--- src/rtl/fma_share_arbiter.sv ---
// fma_share_arbiter
//   Round-robin arbiter and sequencer that time-shares one combinational FP32
//   fused multiply-add datapath (D = A*B + C) between NREQ requesters. One
//   operation is in flight at a time: grant, register operands onto the FMA
//   inputs, wait FMA_CYCLES clocks for the path to settle, capture D into a
//   one-deep response buffer and hold it until the consumer accepts it.
//
// Ports
//   clk, rst              clock (rising edge), synchronous active-high reset
//   req_valid[NREQ]       per-requester request pending
//   req_ready[NREQ]       one-hot grant, combinational, only while idle
//   req_a/b/c[32*NREQ]    operands, slice [32i+31:32i] belongs to requester i
//   fma_a/b/c[32]         registered operands driven to the FMA datapath
//   fma_d[32]             FMA result
//   rsp_valid/rsp_ready   response handshake
//   rsp_id[IDW]           requester that owns rsp_data
//   rsp_data[32]          captured FMA result, bit-exact
//   busy                  an operation is in flight or awaiting acceptance
module fma_share_arbiter #(
    parameter int NREQ       = 4,
    parameter int FMA_CYCLES = 2,
    localparam int IDW       = $clog2(NREQ)
) (
    input  logic                 clk,
    input  logic                 rst,
    input  logic [NREQ-1:0]      req_valid,
    output logic [NREQ-1:0]      req_ready,
    input  logic [32*NREQ-1:0]   req_a,
    input  logic [32*NREQ-1:0]   req_b,
    input  logic [32*NREQ-1:0]   req_c,
    output logic [31:0]          fma_a,
    output logic [31:0]          fma_b,
    output logic [31:0]          fma_c,
    input  logic [31:0]          fma_d,
    output logic                 rsp_valid,
    input  logic                 rsp_ready,
    output logic [IDW-1:0]       rsp_id,
    output logic [31:0]          rsp_data,
    output logic                 busy
);

    // The countdown only ever holds FMA_CYCLES-1 down to 0.
    localparam int CNTW = (FMA_CYCLES > 1) ? $clog2(FMA_CYCLES) : 1;

    typedef enum logic [1:0] {
        IDLE = 2'd0,
        WAIT = 2'd1,
        RESP = 2'd2
    } stateT;

    stateT           state;
    stateT           stateNext;
    logic [IDW-1:0]  ptr;
    logic [CNTW-1:0] cnt;
    logic [IDW-1:0]  id;

    logic            grantFound;
    logic [IDW-1:0]  grantIdx;
    logic [IDW-1:0]  ptrNext;
    int              searchIdx;

    // Round-robin search: first set request at or above ptr, wrapping.
    always_comb begin
        grantFound = 1'b0;
        grantIdx   = '0;
        searchIdx  = 0;
        for (int k = 0; k < NREQ; k++) begin
            searchIdx = int'(ptr) + k;
            if (searchIdx >= NREQ) begin
                searchIdx = searchIdx - NREQ;
            end
            if (!grantFound && req_valid[searchIdx]) begin
                grantFound = 1'b1;
                grantIdx   = searchIdx[IDW-1:0];
            end
        end
    end

    // Pointer moves just past the winner so it has lowest priority next time.
    always_comb begin
        if (int'(grantIdx) == NREQ - 1) begin
            ptrNext = '0;
        end else begin
            ptrNext = grantIdx + 1'b1;
        end
    end

    // State register
    always_ff @(posedge clk) begin
        if (rst) begin
            state <= IDLE;
        end else begin
            state <= stateNext;
        end
    end

    // Next-state logic
    always_comb begin
        stateNext = state;
        case (state)
            IDLE: begin
                if (grantFound) begin
                    stateNext = WAIT;
                end
            end
            WAIT: begin
                if (cnt == '0) begin
                    stateNext = RESP;
                end
            end
            RESP: begin
                // rsp_valid is always set in RESP, so rsp_ready alone completes it.
                if (rsp_ready) begin
                    stateNext = IDLE;
                end
            end
            default: stateNext = IDLE;
        endcase
    end

    // Outputs: the grant is gated by rst so nothing is accepted during reset.
    always_comb begin
        req_ready = '0;
        if (state == IDLE && !rst && grantFound) begin
            req_ready[grantIdx] = 1'b1;
        end
        busy = (state != IDLE);
    end

    // Grant stage: latch operands and owner, then count down the settle time.
    // Capture stage: sample fma_d once the count expires, hold until accepted.
    always_ff @(posedge clk) begin
        if (rst) begin
            ptr       <= '0;
            cnt       <= '0;
            id        <= '0;
            fma_a     <= '0;
            fma_b     <= '0;
            fma_c     <= '0;
            rsp_valid <= 1'b0;
            rsp_id    <= '0;
            rsp_data  <= '0;
        end else begin
            case (state)
                IDLE: begin
                    if (grantFound) begin
                        fma_a <= req_a[32*int'(grantIdx) +: 32];
                        fma_b <= req_b[32*int'(grantIdx) +: 32];
                        fma_c <= req_c[32*int'(grantIdx) +: 32];
                        id    <= grantIdx;
                        ptr   <= ptrNext;
                        cnt   <= CNTW'(FMA_CYCLES - 1);
                    end
                end
                WAIT: begin
                    if (cnt == '0) begin
                        rsp_data  <= fma_d;
                        rsp_id    <= id;
                        rsp_valid <= 1'b1;
                    end else begin
                        cnt <= cnt - 1'b1;
                    end
                end
                RESP: begin
                    if (rsp_ready) begin
                        rsp_valid <= 1'b0;
                    end
                end
                default: ;
            endcase
        end
    end

endmodule

--- config.mk ---
export PLATFORM = sky130hd
export DESIGN_NAME = fma_share_arbiter
export DESIGN_NICKNAME = d
export VERILOG_FILES = /design/src/rtl/fma_share_arbiter.sv
export SDC_FILE = /design/constraint.sdc
export NUM_CORES = 1
export LEC_CHECK = 0
export ABC_AREA = 1
export CORE_AREA = 4 4 213 215
export DETAILED_ROUTE_END_ITERATION = 8
export DIE_AREA = 0 0 217 219
export PLACE_DENSITY = 0.56
export SETUP_SLACK_MARGIN = 0.05
export SLEW_MARGIN = 0
export SYNTH_ARGS = -nofsm -noshare
export SYNTH_HDL_FRONTEND = slang
export SYNTH_SLANG_ARGS = --single-unit
--- constraint.sdc ---
create_clock -name clk -period 2.3 [get_ports clk]
set_input_delay 0.345 -clock clk [delete_from_list [all_inputs] [get_ports clk]]
set_output_delay 0.345 -clock clk [all_outputs]
set_load 0.01 [all_outputs]
==> results.md <==
- The critical path contains buffers and inverters numbering 4 combined.
- The total power is 32.4 mW.
- Routability-driven placement finished with a final weighted congestion of 0.923.
- The critical path goes through buf_12, nand2_4, nand2_4, buf_6, nand2_2, o21ai_2, nand4_1, nand2_4, inv_4, nor3_4, buf_6.
- The cell leakage power is 8.37 nW.
- The class of the tightest hold or removal check is primary input to flop.
- The final reports fail on setup timing.
- The hold violation count in the final report is 0.
- Leaving out fill and tap cells, the most frequent cells in the layout are clkdlybuf4s50_1 (553), nand2_1 (361), nor2_1 (169).
- The number of setup violations in the final report is 40.
- The floorplan core area is 43700 um^2.
- The hold buffer count at CTS is 0.
- The final-stage net count is 2549.
- The total wire length after detailed routing is 52.6 mm.
- Once detailed placement completed, the half-perimeter wirelength came to 34.1 mm.
- The post-synthesis register bit count is 138.
- Once placement completed, the tool counted placed cells totaling 2632.
- For this run, the number of Yosys warnings is 0.
- The mean cell area of the mapped netlist is 5.77 um^2.
- The height of the chip is 219 um.
- The number of placement rows is 77.
- The cell area after layout is 18600 um^2.
- The maximum VDD drop is 928 uV.
- The worst setup margin is -162 ps.
- The later-pin clock latency in the skew report is 480 ps.
- The worst setup skew after layout is 8.98 ps.
- The ratio of final minimum period to clock period is 107%.
- The wire length per cell is 19.2 um.
- The root buffer cell is clkbuf_16.
- The buffer depth of the longest clock path is 2.
- The initial antenna violation count is 4.
- For this design, the sink count on the clock tree is 138.
- Cells with a size suffix above 1 make up 21.8% of the layout.
- Entering global routing, the biggest net connects 99 pins.
- The kind of critical path is flop to output pin.
- Leaving out fill and tap cells, the most frequent cell in the layout is clkdlybuf4s50_1.
- Using the TritonRoute via totals, the vias-per-cell ratio works out to 4.68.
- After synthesis, flip-flops and latches occupy 30.5% of the total area.
- The number of instances in the synthesized netlist is 1567.
- Data on the critical path is required at its endpoint by 1960 ps.
- Yosys mapped the design onto 24 distinct sky130hd cell types.
- At the end of the flow the core is filled with cells to 42.5%.
- The number of port buffers is 558.
- The clock tree from TritonCTS is done.
- Yosys attributes the largest share of cell area to dfxtp_1 (31%), nand2_1 (22%), nand3_1 (12%), nand4_1 (8.0%), nor2_1 (7.7%).
- At the pin with the least slew margin, the transition time is 858 ps.
- The largest driver fanout on the critical path is 7.
- The nature of the critical path endpoint is an output pin.
- The number of nets in the synthesized netlist is 1990.
- The detailed-routing iteration count for the pre-antenna-repair pass is 5.
- The maximum single-stage delay on the critical path is 410 ps.
- Global routing finished with a remaining overflow of 0.
- The final count of pins violating max slew is 0.
- Once the floorplan was initialized, standard cells occupied 20.7% of the core.
- Grouping stages by cell kind, the critical path spends the most delay in simple AND/OR/NAND/NOR gates.
- The largest individual stage delay along the critical path comes from the cell dfxtp_4.
- The clock buffer count from CTS is 17.
- STA classifies the critical path startpoint as a flop.
- The total global-route track usage is 18.8%.
- The clock transition at the register clock pins on the worst setup and hold paths after CTS is 70 ps.
- Based on the critical path, the design can be clocked at up to 0.406 GHz.
- The final-layout setup total negative slack is -1920 ps.
- The placed instances occupy a cell area of 15300 um^2.
- In the routed design, unresolved DRC markers number 0.
- The fraction of synthesized cell area taken by the top area cell type is 30.5%.
- The die covers 47500 um^2.
- Dividing total power by cell area gives a power density of 1740 nW/um^2.
- The count of placed standard cells in the final layout, fillers left out is 2733.
- The flow ran to the end, but the final reports show violations.
- The number of DRC markers after the initial detailed-route iteration is 742.
- Setup repair after global routing could not meet its margin everywhere.
- The leading area contributor after synthesis is dfxtp_1.
- The first global-routing pass estimated 69.4 mm of wire.
- From left edge to right edge, the die measures 217 um.
- The H-tree generated during clock tree synthesis spans 4 levels.
- The synthesized netlist occupies a cell area of 9050 um^2.
- The remaining max-slew budget at the tightest pin is 42.8%.
- The critical path's most frequent cell is nand2_4.
- STA puts the critical path data arrival time at 2120 ps.
- In this run the remaining antenna-violating nets after routing total 0.
- Pin placement for this block handled 559 I/O pins.
- The via count of the first global-routing pass was 11.8k.
- The tool flagged a number of max-cap violations equal to 0.
- Relative to the synthesized area, the layout overhead comes to 105%.
- The shortest clock period the worst path allows after layout is 2460 ps.
- The via count of the routed design is 12.8k.
[layer usage]
| layer | vias up | wire length [um] | track usage [%] | share of wire, % |
|---|---|---|---|---|
| met1 | 6007 | 21700 | 22.7 | 41 |
| met4 | 2 | 1620 | 6.81 | 3.1 |
| met2 | 470 | 26100 | 32.0 | 50 |
| met3 | 97 | 3150 | 5.41 | 6.0 |
| met5 | - | 8 | 0 | 0.015 |
| li1 | 6207 | - | - | - |
[report_power, final]
group	internal (mW)	total, mW	switching [mW]
clock network	1.51	2.81	1.30
registers	3.42	3.94	0.512
logic	11.5	25.6	14.2
total	16.4	32.4	16.0
[repair_timing]
item                                    CTS  global route
endpoints found under the setup margin   88           103
pin swaps                                11           131
gates resized for setup                  97           369
gates cloned                              3            32
buffers inserted                         13            21
[flip-flops by register name, summed over array words and instances, names as in the netlist]
register   flops
cnt            1
fma_a         32
fma_b         32
fma_c         32
id             2
ptr            2
rsp_data      32
rsp_id         2
rsp_valid      1
state          2
[cells in the mapped netlist]
cell / count
nand2_1: 531
nand3_1: 220
nor2_1: 186
dfxtp_1: 138
nand4_1: 116
inv_1: 104
o21ai_0: 78
buf_2: 65
clkbuf_1: 48
a21oi_1: 39
buf_4: 13
buf_1: 6
inv_2: 4
nand2_2: 4
buf_6: 3
nor2_2: 3
nor3_1: 2
a211oi_1: 1
a31oi_1: 1
inv_4: 1
nand3_2: 1
nand3_4: 1
nor2_4: 1
o21ai_1: 1
[final cells by class]
type	instances	area [um^2]
diodes	3	7.51
clock buffers	17	425
clock inverters	14	140
fillers	4510	25200
inverters	109	424
multi-input cells	1185	6580
flip-flops and latches	138	2770
well taps	592	741
repair buffers	675	7490
[worst paths after layout]
path,startpoint,endpoint,slack [ps],depth (start not counted)
worst max-delay path,ptr[0],req_ready[3],-160,11
worst min-delay path,rst,cnt,330,5
worst max register to register,ptr[0],fma_a[6],-90,19
worst min register to register,rsp_data[5],rsp_data[5],440,2
[stage by stage]
stage	hold slack (ps)	worst slack (ps)
2_1_floorplan	445	98.4
3_3_place_gp	432	-598
3_5_place_dp	437	-646
4_1_cts	276	-197
5_1_grt	354	-302
6_report	334	-162
[worst min-delay path, delay by kind of cell]
kind	cells	cell delay, ps
and+or+nand+nor	1	80
AOI/OAI and AO/OA	1	70
buffers and inverters	3	260
[cell families (layout without fill, tap and decap cells)]
logic type / Yosys count / in the layout / share of synthesized area [%]
and+or+nand+nor: 1065 / 1065 / 51.0
DFF: 138 / 138 / 30.5
AOI/OAI and AO/OA: 120 / 120 / 6.68
buffers and inverters: 244 / 815 / 11.8
other: 0 / 3 / 0
(Power assumes the default switching activity.)
